## src/rtl/wm_cycle_controller.sv

```systemverilog
// wm_cycle_controller: wash-cycle sequencer (coin credit, program modes, fill/heat, timed phases, lid pause, cancel-to-drain) driving valve/heater/motor indicators
module wm_cycle_controller #(
  parameter int COINS_REQUIRED = 2,
  parameter int CREDIT_W       = 3,
  parameter int TIMER_W        = 16,
  parameter int SOAK_CYCLES    = 1000,
  parameter int WASH_CYCLES    = 2000,
  parameter int RINSE_CYCLES   = 1000,
  parameter int SPIN_CYCLES    = 500
) (
  input  logic                clock,
  input  logic                reset_n,
  input  logic                lid,
  input  logic                coin,
  input  logic                cancel,
  input  logic                start,
  input  logic [1:0]          mode,
  input  logic                fill_Water,
  input  logic                heat_Water,
  output logic                idle,
  output logic                ready,
  output logic                soak_Operation,
  output logic                wash_Operation,
  output logic                rinse_Operation,
  output logic                spin_Operation,
  output logic                water_Intake,
  output logic                heater_On,
  output logic                coin_Return,
  output logic                paused,
  output logic                done,
  output logic [CREDIT_W-1:0] credit
);
  typedef enum logic [3:0] {
    S_IDLE, S_READY, S_FILL, S_HEAT, S_SOAK, S_WASH, S_RINSE, S_SPIN, S_DONE
  } state_t;
  localparam logic [TIMER_W-1:0]  SOAK_LD    = TIMER_W'(SOAK_CYCLES - 1);
  localparam logic [TIMER_W-1:0]  WASH_LD    = TIMER_W'(WASH_CYCLES - 1);
  localparam logic [TIMER_W-1:0]  RINSE_LD   = TIMER_W'(RINSE_CYCLES - 1);
  localparam logic [TIMER_W-1:0]  SPIN_LD    = TIMER_W'(SPIN_CYCLES - 1);
  localparam logic [CREDIT_W-1:0] CREDIT_MAX = CREDIT_W'(COINS_REQUIRED);
  state_t              state_q, state_d;
  logic [CREDIT_W-1:0] credit_q, credit_d;
  logic [TIMER_W-1:0]  timer_q, timer_d;
  logic [1:0]          mode_q, mode_d;
  logic                pass_q, pass_d;
  logic                paused_q, paused_d;
  logic                ret_q, ret_d;
  always_comb begin
    state_d  = state_q;
    credit_d = credit_q;
    timer_d  = timer_q;
    mode_d   = mode_q;
    pass_d   = pass_q;
    paused_d = 1'b0;
    ret_d    = coin && state_q != S_IDLE;
    case (state_q)
      S_IDLE: begin
        if (cancel && credit_q != '0) begin
          ret_d    = 1'b1;
          credit_d = '0;
        end else if (coin) begin
          credit_d = (credit_q + CREDIT_W'(1) >= CREDIT_MAX) ? CREDIT_MAX : credit_q + CREDIT_W'(1);
          state_d  = (credit_d == CREDIT_MAX) ? S_READY : S_IDLE;
        end
      end
      S_READY: begin
        if (cancel) begin
          ret_d    = 1'b1;
          credit_d = '0;
          state_d  = S_IDLE;
        end else if (start && !lid) begin
          mode_d   = mode;
          credit_d = '0;
          state_d  = S_FILL;
        end
      end
      S_DONE: state_d = lid ? S_IDLE : S_DONE;
      default: begin
        // cancel outranks the lid freeze so a lid-open cancel still heads to drain, just paused
        if (cancel && state_q != S_SPIN) begin
          state_d  = S_SPIN;
          paused_d = lid;
        end else if (lid) paused_d = 1'b1;
        else if (state_q == S_FILL) state_d = !fill_Water ? S_FILL : (mode_q == 2'd1) ? S_WASH : (mode_q == 2'd3) ? S_RINSE : S_HEAT;
        else if (state_q == S_HEAT) state_d = heat_Water ? S_SOAK : S_HEAT;
        else if (timer_q != '0) timer_d = timer_q - TIMER_W'(1);
        else if (state_q == S_RINSE && mode_q == 2'd2 && !pass_q) begin
          pass_d  = 1'b1;
          timer_d = RINSE_LD;
        end else state_d = (state_q == S_SOAK) ? S_WASH : (state_q == S_WASH) ? S_RINSE : (state_q == S_RINSE) ? S_SPIN : S_DONE;
      end
    endcase
    if (state_d != state_q) begin
      timer_d = (state_d == S_SOAK) ? SOAK_LD : (state_d == S_WASH) ? WASH_LD : (state_d == S_RINSE) ? RINSE_LD : (state_d == S_SPIN) ? SPIN_LD : '0;
      pass_d  = 1'b0;
    end
  end
  always_ff @(posedge clock) begin
    if (!reset_n) begin
      state_q  <= S_IDLE;
      credit_q <= '0;
      timer_q  <= '0;
      mode_q   <= '0;
      pass_q   <= 1'b0;
      paused_q <= 1'b0;
      ret_q    <= 1'b0;
    end else begin
      state_q  <= state_d;
      credit_q <= credit_d;
      timer_q  <= timer_d;
      mode_q   <= mode_d;
      pass_q   <= pass_d;
      paused_q <= paused_d;
      ret_q    <= ret_d;
    end
  end
  assign idle            = state_q == S_IDLE;
  assign ready           = state_q == S_READY;
  assign done            = state_q == S_DONE;
  assign soak_Operation  = state_q == S_SOAK && !paused_q;
  assign wash_Operation  = state_q == S_WASH && !paused_q;
  assign rinse_Operation = state_q == S_RINSE && !paused_q;
  assign spin_Operation  = state_q == S_SPIN && !paused_q;
  assign water_Intake    = state_q == S_FILL && !paused_q;
  assign heater_On       = state_q == S_HEAT && !paused_q;
  assign paused          = paused_q;
  assign coin_Return     = ret_q;
  assign credit          = credit_q;
endmodule
```

## config.mk

```make
export PLATFORM = sky130hd
export DESIGN_NAME = wm_cycle_controller
export DESIGN_NICKNAME = d
export VERILOG_FILES = /design/src/rtl/wm_cycle_controller.sv
export SDC_FILE = /design/constraint.sdc
export NUM_CORES = 1
export LEC_CHECK = 0
export ABC_AREA = 1
export BUFFER_PORTS_ARGS = -buffer_cell sky130_fd_sc_hd__buf_2
export CORE_ASPECT_RATIO = 1.2
export CORE_UTILIZATION = 24
export CTS_BUF_LIST = sky130_fd_sc_hd__clkbuf_8
export CTS_CLUSTER_SIZE = 8
export DETAILED_ROUTE_END_ITERATION = 8
export PLACE_DENSITY = 0.41
export SYNTH_ARGS = -nofsm -noshare
export SYNTH_HDL_FRONTEND = slang
export SYNTH_SLANG_ARGS = --single-unit
export TNS_END_PERCENT = 100
```

## constraint.sdc

```tcl
create_clock -name clock -period 2.35 [get_ports clock]
set_input_delay 0.1175 -clock clock [delete_from_list [all_inputs] [get_ports clock]]
set_output_delay 0.1175 -clock clock [all_outputs]
set_load 0.01 [all_outputs]
```

==> results of run 1 <==
-- area by class of cell --
cell class                 count  share of cell area
inverter                      51              0.0631
clock buffer                   3              0.0133
multi-input combinational    280               0.511
clock inverter                 1             0.00970
sequential                    28               0.188
tap                          120              0.0485
timing repair buffer          69               0.166
-- timing repair --
item                       in CTS  in global routing
resized for setup               3                 61
setup buffers                   0                  4
setup endpoints to repair       9                 17
pin swaps                       1                 21
gates cloned                    0                  1
-- through the flow --
step / setup slack (ps) / total power, W
after floorplan: 257 / 0.00233
after global placement: -17.3 / 0.00316
after detailed placement: -5.17 / 0.00314
after CTS: 1.91 / 0.00359
after global routing: -53.5 / 0.00447
final: 111 / 0.00406
-- layout by cell type, fill, tap and decap left out, types with 9 or more instances in the layout --
cell and n:
nand2_1 72, nor2_1 57, inv_1 40, buf_4 40
nand3_1 25, buf_2 23, nor3_1 17, dfxtp_1 16
nand2_2 14, nand4_1 14, nand3_2 12, nor2_4 11
a21oi_1 10, nor2_2 9, xor2_1 9, dfxtp_2 9
-- per-layer routing --
layer  global-route usage  up-vias  share of wire
met5                    0        -              0
met4               0.0351        0          0.014
met3               0.0127        6          0.031
met2                0.280       51           0.51
met1                0.178     1112           0.45
li1                     -     1294              -
-- report_power, final --
group          internal, W  switching (W)  total, W
clock network     0.000229       0.000175  0.000404
logic              0.00129        0.00168   0.00297
registers         0.000592      0.0000926  0.000685
-- kinds of logic after synthesis --
group           Yosys count  share of synthesized area
simple gates            241                      0.508
buf+inv                  60                      0.113
fa+ha+maj                 4                     0.0226
xor+xnor                 10                     0.0395
flops                    28                      0.253
compound gates           25                     0.0632
-- worst max-delay path, cell delays in order, from the launching register on --
cell	delay, ps
dfxtp_4	390
nand2_1	160
nand3_1	150
nor2_1	130
nand3_1	80
nand2_1	70
nand2_1	50
nand2_1	50
nand2_1	70
nand2_2	100
nand2_4	60
nand2_2	60
nand2_1	70
clkinv_2	90
nand2_4	60
nor2_4	190
clkbuf_16	200
nand3_2	60
nand2_1	70
nor2_1	50
-- registers in the layout (all words and copies together) (netlist names) --
| register | count |
|---|---|
| coin_Return | 1 |
| pass_q | 1 |
| credit | 3 |
| timer_q | 16 |
| mode_q | 2 |
| state_q | 4 |
| paused | 1 |
-- how the worst max path moves through the flow --
stage / slack [ps] / endpoint / depth (start not counted)
2_1_floorplan: 260 / timer_q[0] / 17
5_1_grt: -50 / timer_q[7] / 21
3_3_place_gp: -20 / timer_q[10] / 17
6_report: 110 / timer_q[7] / 19
4_1_cts: 2 / timer_q[9] / 20
3_5_place_dp: -5 / timer_q[9] / 20
==> metrics.yaml, run 1 <==
synthesis:
  synth_edf_count: 0
  syn_area_sq_um: 2220
  synthCells: 368
  ys_warn_count: 0
  synthArstFlopShare: 0
  yosysTopAreaCellShare: 0.253
  ys_types: 35
  synth.yosys.seq_area_share: 0.253
  synth_ff_type: "dfxtp_1"
  synth.net_count: 382
  postSynthAreaPerCell_sq_um: 6.02
  ys_ff_latch: 28
  synth_largest_area_cell: "dfxtp_1"
  synth.most_common_cell: "nand2_1"
  synth_commonest_cells: "nand2_1, nor2_1, inv_1, nand3_1, dfxtp_1"
  synth_area_leaders: "dfxtp_1, nand2_1, nor2_1, nand3_1, inv_1"
critical_path:
  crit_required_ps: 2550
  startpoint: "state_q[1]"
  startpoint_type: "flop"
  r2r-end: "timer_q[7]"
  crit_arrival_ps: 2430
  endpoint_kind: "flop"
  crit_type: "reg -> reg"
  reg2reg_depth: 19
  critical_path.max_fanout: 8
  reg2reg_slack_ps: 110
  crit-reg2reg-launch: "state_q[1]"
place:
  placed_cell_area_sq_um: 2740
  hpwl_um: 5470
  io_buffers: 23
  place_inst: 543
  gp_congestion: 0.814
clocking:
  cts-hold-fix-buffers: 0
  h-tree-depth: 1
  clkTransAtPathRegs_ps: 110
  cts_buffer_depth: 2
  cts_tree: "built"
  cts.sinks: 28
  clock-root-buffer: "clkbuf_8"
  cts_inserted_buffers: 3
  clock_latency_ps: 290
route:
  drt_wl_total_um: 7090
  drt_iter0_markers: 53
  drt_first_pass_iters: 4
  drc: 0
  route.vias.total: 2463
  wire_per_inst_um: 12.8
  post_drt_via_cell_ratio: 4.46
  ant_nets: 0
sta:
  final.min_clock_period_ps: 2240
  finalSetupViolCount: 0
  rsz0062_at_grt: "true"
  fmax_ghz: 0.447
  fin_crit_sh: 0.953
  slew_viol_final: 0
  clock-skew-final_ps: 7.42
  hold_violations: 0
  maxSlewHeadroom: 0.723
  hold_ws_ps: 106
  tightest_slew_ps: 413
  fin_setup_tns_ps: 0
floorplan:
  rows: 38
  dieWidth_um: 89.7
  die_y_um: 107
  ioPinCount: 24
  core-area_sq_um: 8990
  initial_core_util: 0.247
  dieArea_sq_um: 9630
final_layout:
  final_nets: 447
  layout.cells.non_filler: 552
  final_util: 0.344
  final_area_sq_um: 3100
  syn_to_final_growth_pct: 39.6
  multi_input_area_sq_um: 1580
  layout-drive-gt1-share: 0.356
  seq_area_sq_um: 583
  nFillCells: 1018
  insertedDiodeCount: 0
grt:
  grt.overflow.total: 0
  grt_pass1_wl_um: 11300
  grt_pass1_vias: 2382
  grt_max_degree: 17
  antenna_found_initial: 0
  grtUsageTotal: 0.148
hold_path:
  min_path_type: "in -> reg"
  min_to: "coin_Return"
  min-delay-start: "coin"
  whs_path_depth: 3
outcome:
  status: "finished, final reports clean"
run:
  cap_viol_max_count: 0
pwr:
  p_leak_nw: 1.54
  vdd_drop_max_mv: 0.370
  power.density_nw_per_um2: 1310
Power figures use the tool's default switching activity.
==> inputs of run 2 (changes only) <==
- CORE_ASPECT_RATIO: 1.2 -> default
==> run 2 against run 1 <==
Compared with the run above:
- the flow now finishes with violations (design-rule violations)
- critical endpoint is now timer_q[10]
- register-to-register slack is essentially flat
- total power shrank 2.8%
- via count grew 1.6%
- hold slack gained 1.7 ps
- routed wire length shrank 2.6%
- sequential power grew 0.7%
- critical path type unchanged
- first-iteration DRC count grew to 2.5 times the previous value
- global-route usage shrank 0.53 points
- final area shrank 1.4%
- critical path depth shrank 2
- clock power shrank 22%
- final cell count shrank 1.6%
==> metrics.yaml, run 2 (synthesis gave the netlist of run 1 again) <==
final_layout:
  insertedDiodeCount: 0  # unchanged
  final_common_cell: "nand2_1"
  multi_input_area_sq_um: 1580  # about the same
  final_area_sq_um: 3050  # -1.4%
  layout.cells.non_filler: 543  # -1.6%
  nFillCells: 986  # -3.1%
  layout-drive-gt1-share: 0.368  # +0.0113
  largest_reg_flops: 16  # unchanged
  final_nets: 450  # +0.67%
  top_register: "timer_q"
  mostFrequentLayoutCells: "nand2_1, nor2_1, buf_4, inv_1, nand3_1"
  seq_area_sq_um: 587  # +0.64%
  syn_to_final_growth_pct: 37.6
sta:
  final.min_clock_period_ps: 2240  # +2.76 ps
  fmax_ghz: 0.446  # -0.12%
  fin_setup_tns_ps: 0  # unchanged
  tightest_slew_ps: 408  # -4.97 ps
  finalSetupViolCount: 0  # unchanged
  maxSlewHeadroom: 0.728  # +0.00543
  hold_violations: 0  # unchanged
  finalWorstSetupSlack_ps: 108  # -2.76 ps
  rsz0062_at_grt: "true"
  slew_viol_final: 0  # unchanged
  fin_crit_sh: 0.954  # +0.00118
  clock-skew-final_ps: 4.33  # -3.10 ps
  hold_ws_ps: 108  # +1.70 ps
grt:
  antenna_found_initial: 0  # unchanged
  grtUsageTotal: 0.142  # -0.00535
  grt_pass1_wl_um: 11000  # -3.0%
  grt_pass1_vias: 2294  # -3.7%
  grt_max_degree: 17  # unchanged
  grt.overflow.total: 0  # unchanged
clocking:
  clock-root-buffer: "clkbuf_8"
  h-tree-depth: 1  # unchanged
  cts_inserted_buffers: 3  # unchanged
  cts.sinks: 28  # unchanged
  clock_latency_ps: 280  # about the same
  cts_tree: "built"
  cts_buffer_depth: 2  # unchanged
  clkTransAtPathRegs_ps: 100  # about the same
  cts-hold-fix-buffers: 0  # unchanged
critical_path:
  startpoint: "timer_q[1]"
  crit-reg2reg-launch: "timer_q[1]"
  endpoint_kind: "flop"
  critical_path.max_fanout: 4  # -4
  reg2reg_depth: 17  # -2
  reg2reg_slack_ps: 110  # about the same
  crit_arrival_ps: 2430  # about the same
  r2r-end: "timer_q[10]"
  crit_required_ps: 2540  # about the same
  crit_type: "reg -> reg"
  startpoint_type: "flop"
  crit_end: "timer_q[10]"
route:
  ant_nets: 0  # unchanged
  drc: 3  # +3
  drt_wl_total_um: 6910  # -2.6%
  post_drt_via_cell_ratio: 4.61  # +3.3%
  route.vias.total: 2503  # +1.6%
  drt_first_pass_iters: 6  # +2
  drt_iter0_markers: 134  # +150%
  wire_per_inst_um: 12.7  # -0.95%
pwr:
  swShare: 0.485  # +0.00577
  clkPwrFrac: 0.080  # -0.020
  combPwrFrac: 0.745  # +0.013
  netSwitchingPower_w: 0.00192  # -1.6%
  intPower_w: 0.00203  # -3.9%
  vdd_drop_max_mv: 0.452  # +22%
  p_seq_frac: 0.175  # +0.006
  power.density_nw_per_um2: 1290  # -1.4%
  p_leak_nw: 1.52  # -1.2%
floorplan:
  core-area_sq_um: 8850  # -1.5%
  initial_core_util: 0.251  # +0.00384
  ioPinCount: 24  # unchanged
  rows: 34  # -11%
  die_y_um: 98.1  # -8.6%
  dieWidth_um: 98.1  # +9.3%
  dieArea_sq_um: 9630  # about the same
place:
  place_inst: 524  # -3.5%
  placed_cell_area_sq_um: 2660  # -2.9%
  place_ws_ps: -85.4  # -80.2 ps
  io_buffers: 23  # unchanged
  gp_congestion: 0.820  # +0.71%
  hpwl_um: 5330  # -2.5%
outcome:
  violations: "design-rule violations"
  status: "finished, violations left"
hold_path:
  min_path_type: "in -> reg"
  whs_path_depth: 3  # unchanged
run:
  cap_viol_max_count: 0  # unchanged
run 2: cell count changes in the layout (fill, tap and decap cells not counted), sizes merged:
cell,before,now
buf,68,72
bufinv,1,0
clkinv,2,1
inv,49,50
run 2: worst min-delay path by stage:
stage               slack [ps]  startpoint     endpoint
floorplan                  240     reset_n   timer_q[0]
global placement           410     mode[1]    mode_q[1]
detailed placement         420     mode[0]    mode_q[0]
CTS                        110     mode[0]    mode_q[0]
global route               120        coin  coin_Return
finish                     110     mode[0]    mode_q[0]
run 2: timing repair:
item / in CTS / in global routing
pin swaps: 1 / 22
endpoints found under the setup margin: 11 / 17
setup buffers: 2 / 13
resized for setup: 4 / 68
run 2: cell type report:
class	instances	share of cell area
inverter	51	0.0644
timing repair buffer	72	0.163
sequential	28	0.192
multi-input combinational	280	0.518
clock buffer	4	0.0180
tap	108	0.0443
run 2: worst max-delay path, cell delays in order (launching register included):
cell and delay [ps]:
dfxtp_2 340, inv_2 70, ha_4 150, nand2_4 70
nor2_4 140, nand3_2 110, o21ai_1 140, nand2_1 110
nand2_1 90, nand2_1 50, nand2_1 110, inv_1 80
nor2_4 160, nand3_2 160, nand2_2 130, nand2_1 60
nor2_1 120, nor2_1 50
run 2: power by group through the flow:
| stage | clock (W) | combinational, W | sequential, W |
|---|---|---|---|
| after global placement | 0 | 0.00251 | 0.000669 |
| final | 0.000316 | 0.00294 | 0.000690 |
| after CTS | 0.000332 | 0.00254 | 0.000661 |
| after floorplan | 0 | 0.00166 | 0.000666 |
| after global routing | 0.000349 | 0.00327 | 0.000702 |
| after detailed placement | 0 | 0.00248 | 0.000668 |
run 2: stage by stage:
step / power, W / utilization
floorplan: 0.00233 / -
CTS: 0.00353 / 0.310
global placement: 0.00318 / 0.301
global route: 0.00432 / 0.345
finish: 0.00395 / 0.345
detailed placement: 0.00315 / 0.301
run 2: per-layer routing:
layer / vias to the layer above / share of wire / global-route usage
met2: 33 / 0.46 / 0.235
met3: 2 / 0.022 / 0.0193
li1: 1309 / - / -
met4: 0 / 0.0059 / 0.0210
met5: - / 0 / 0
met1: 1159 / 0.51 / 0.200
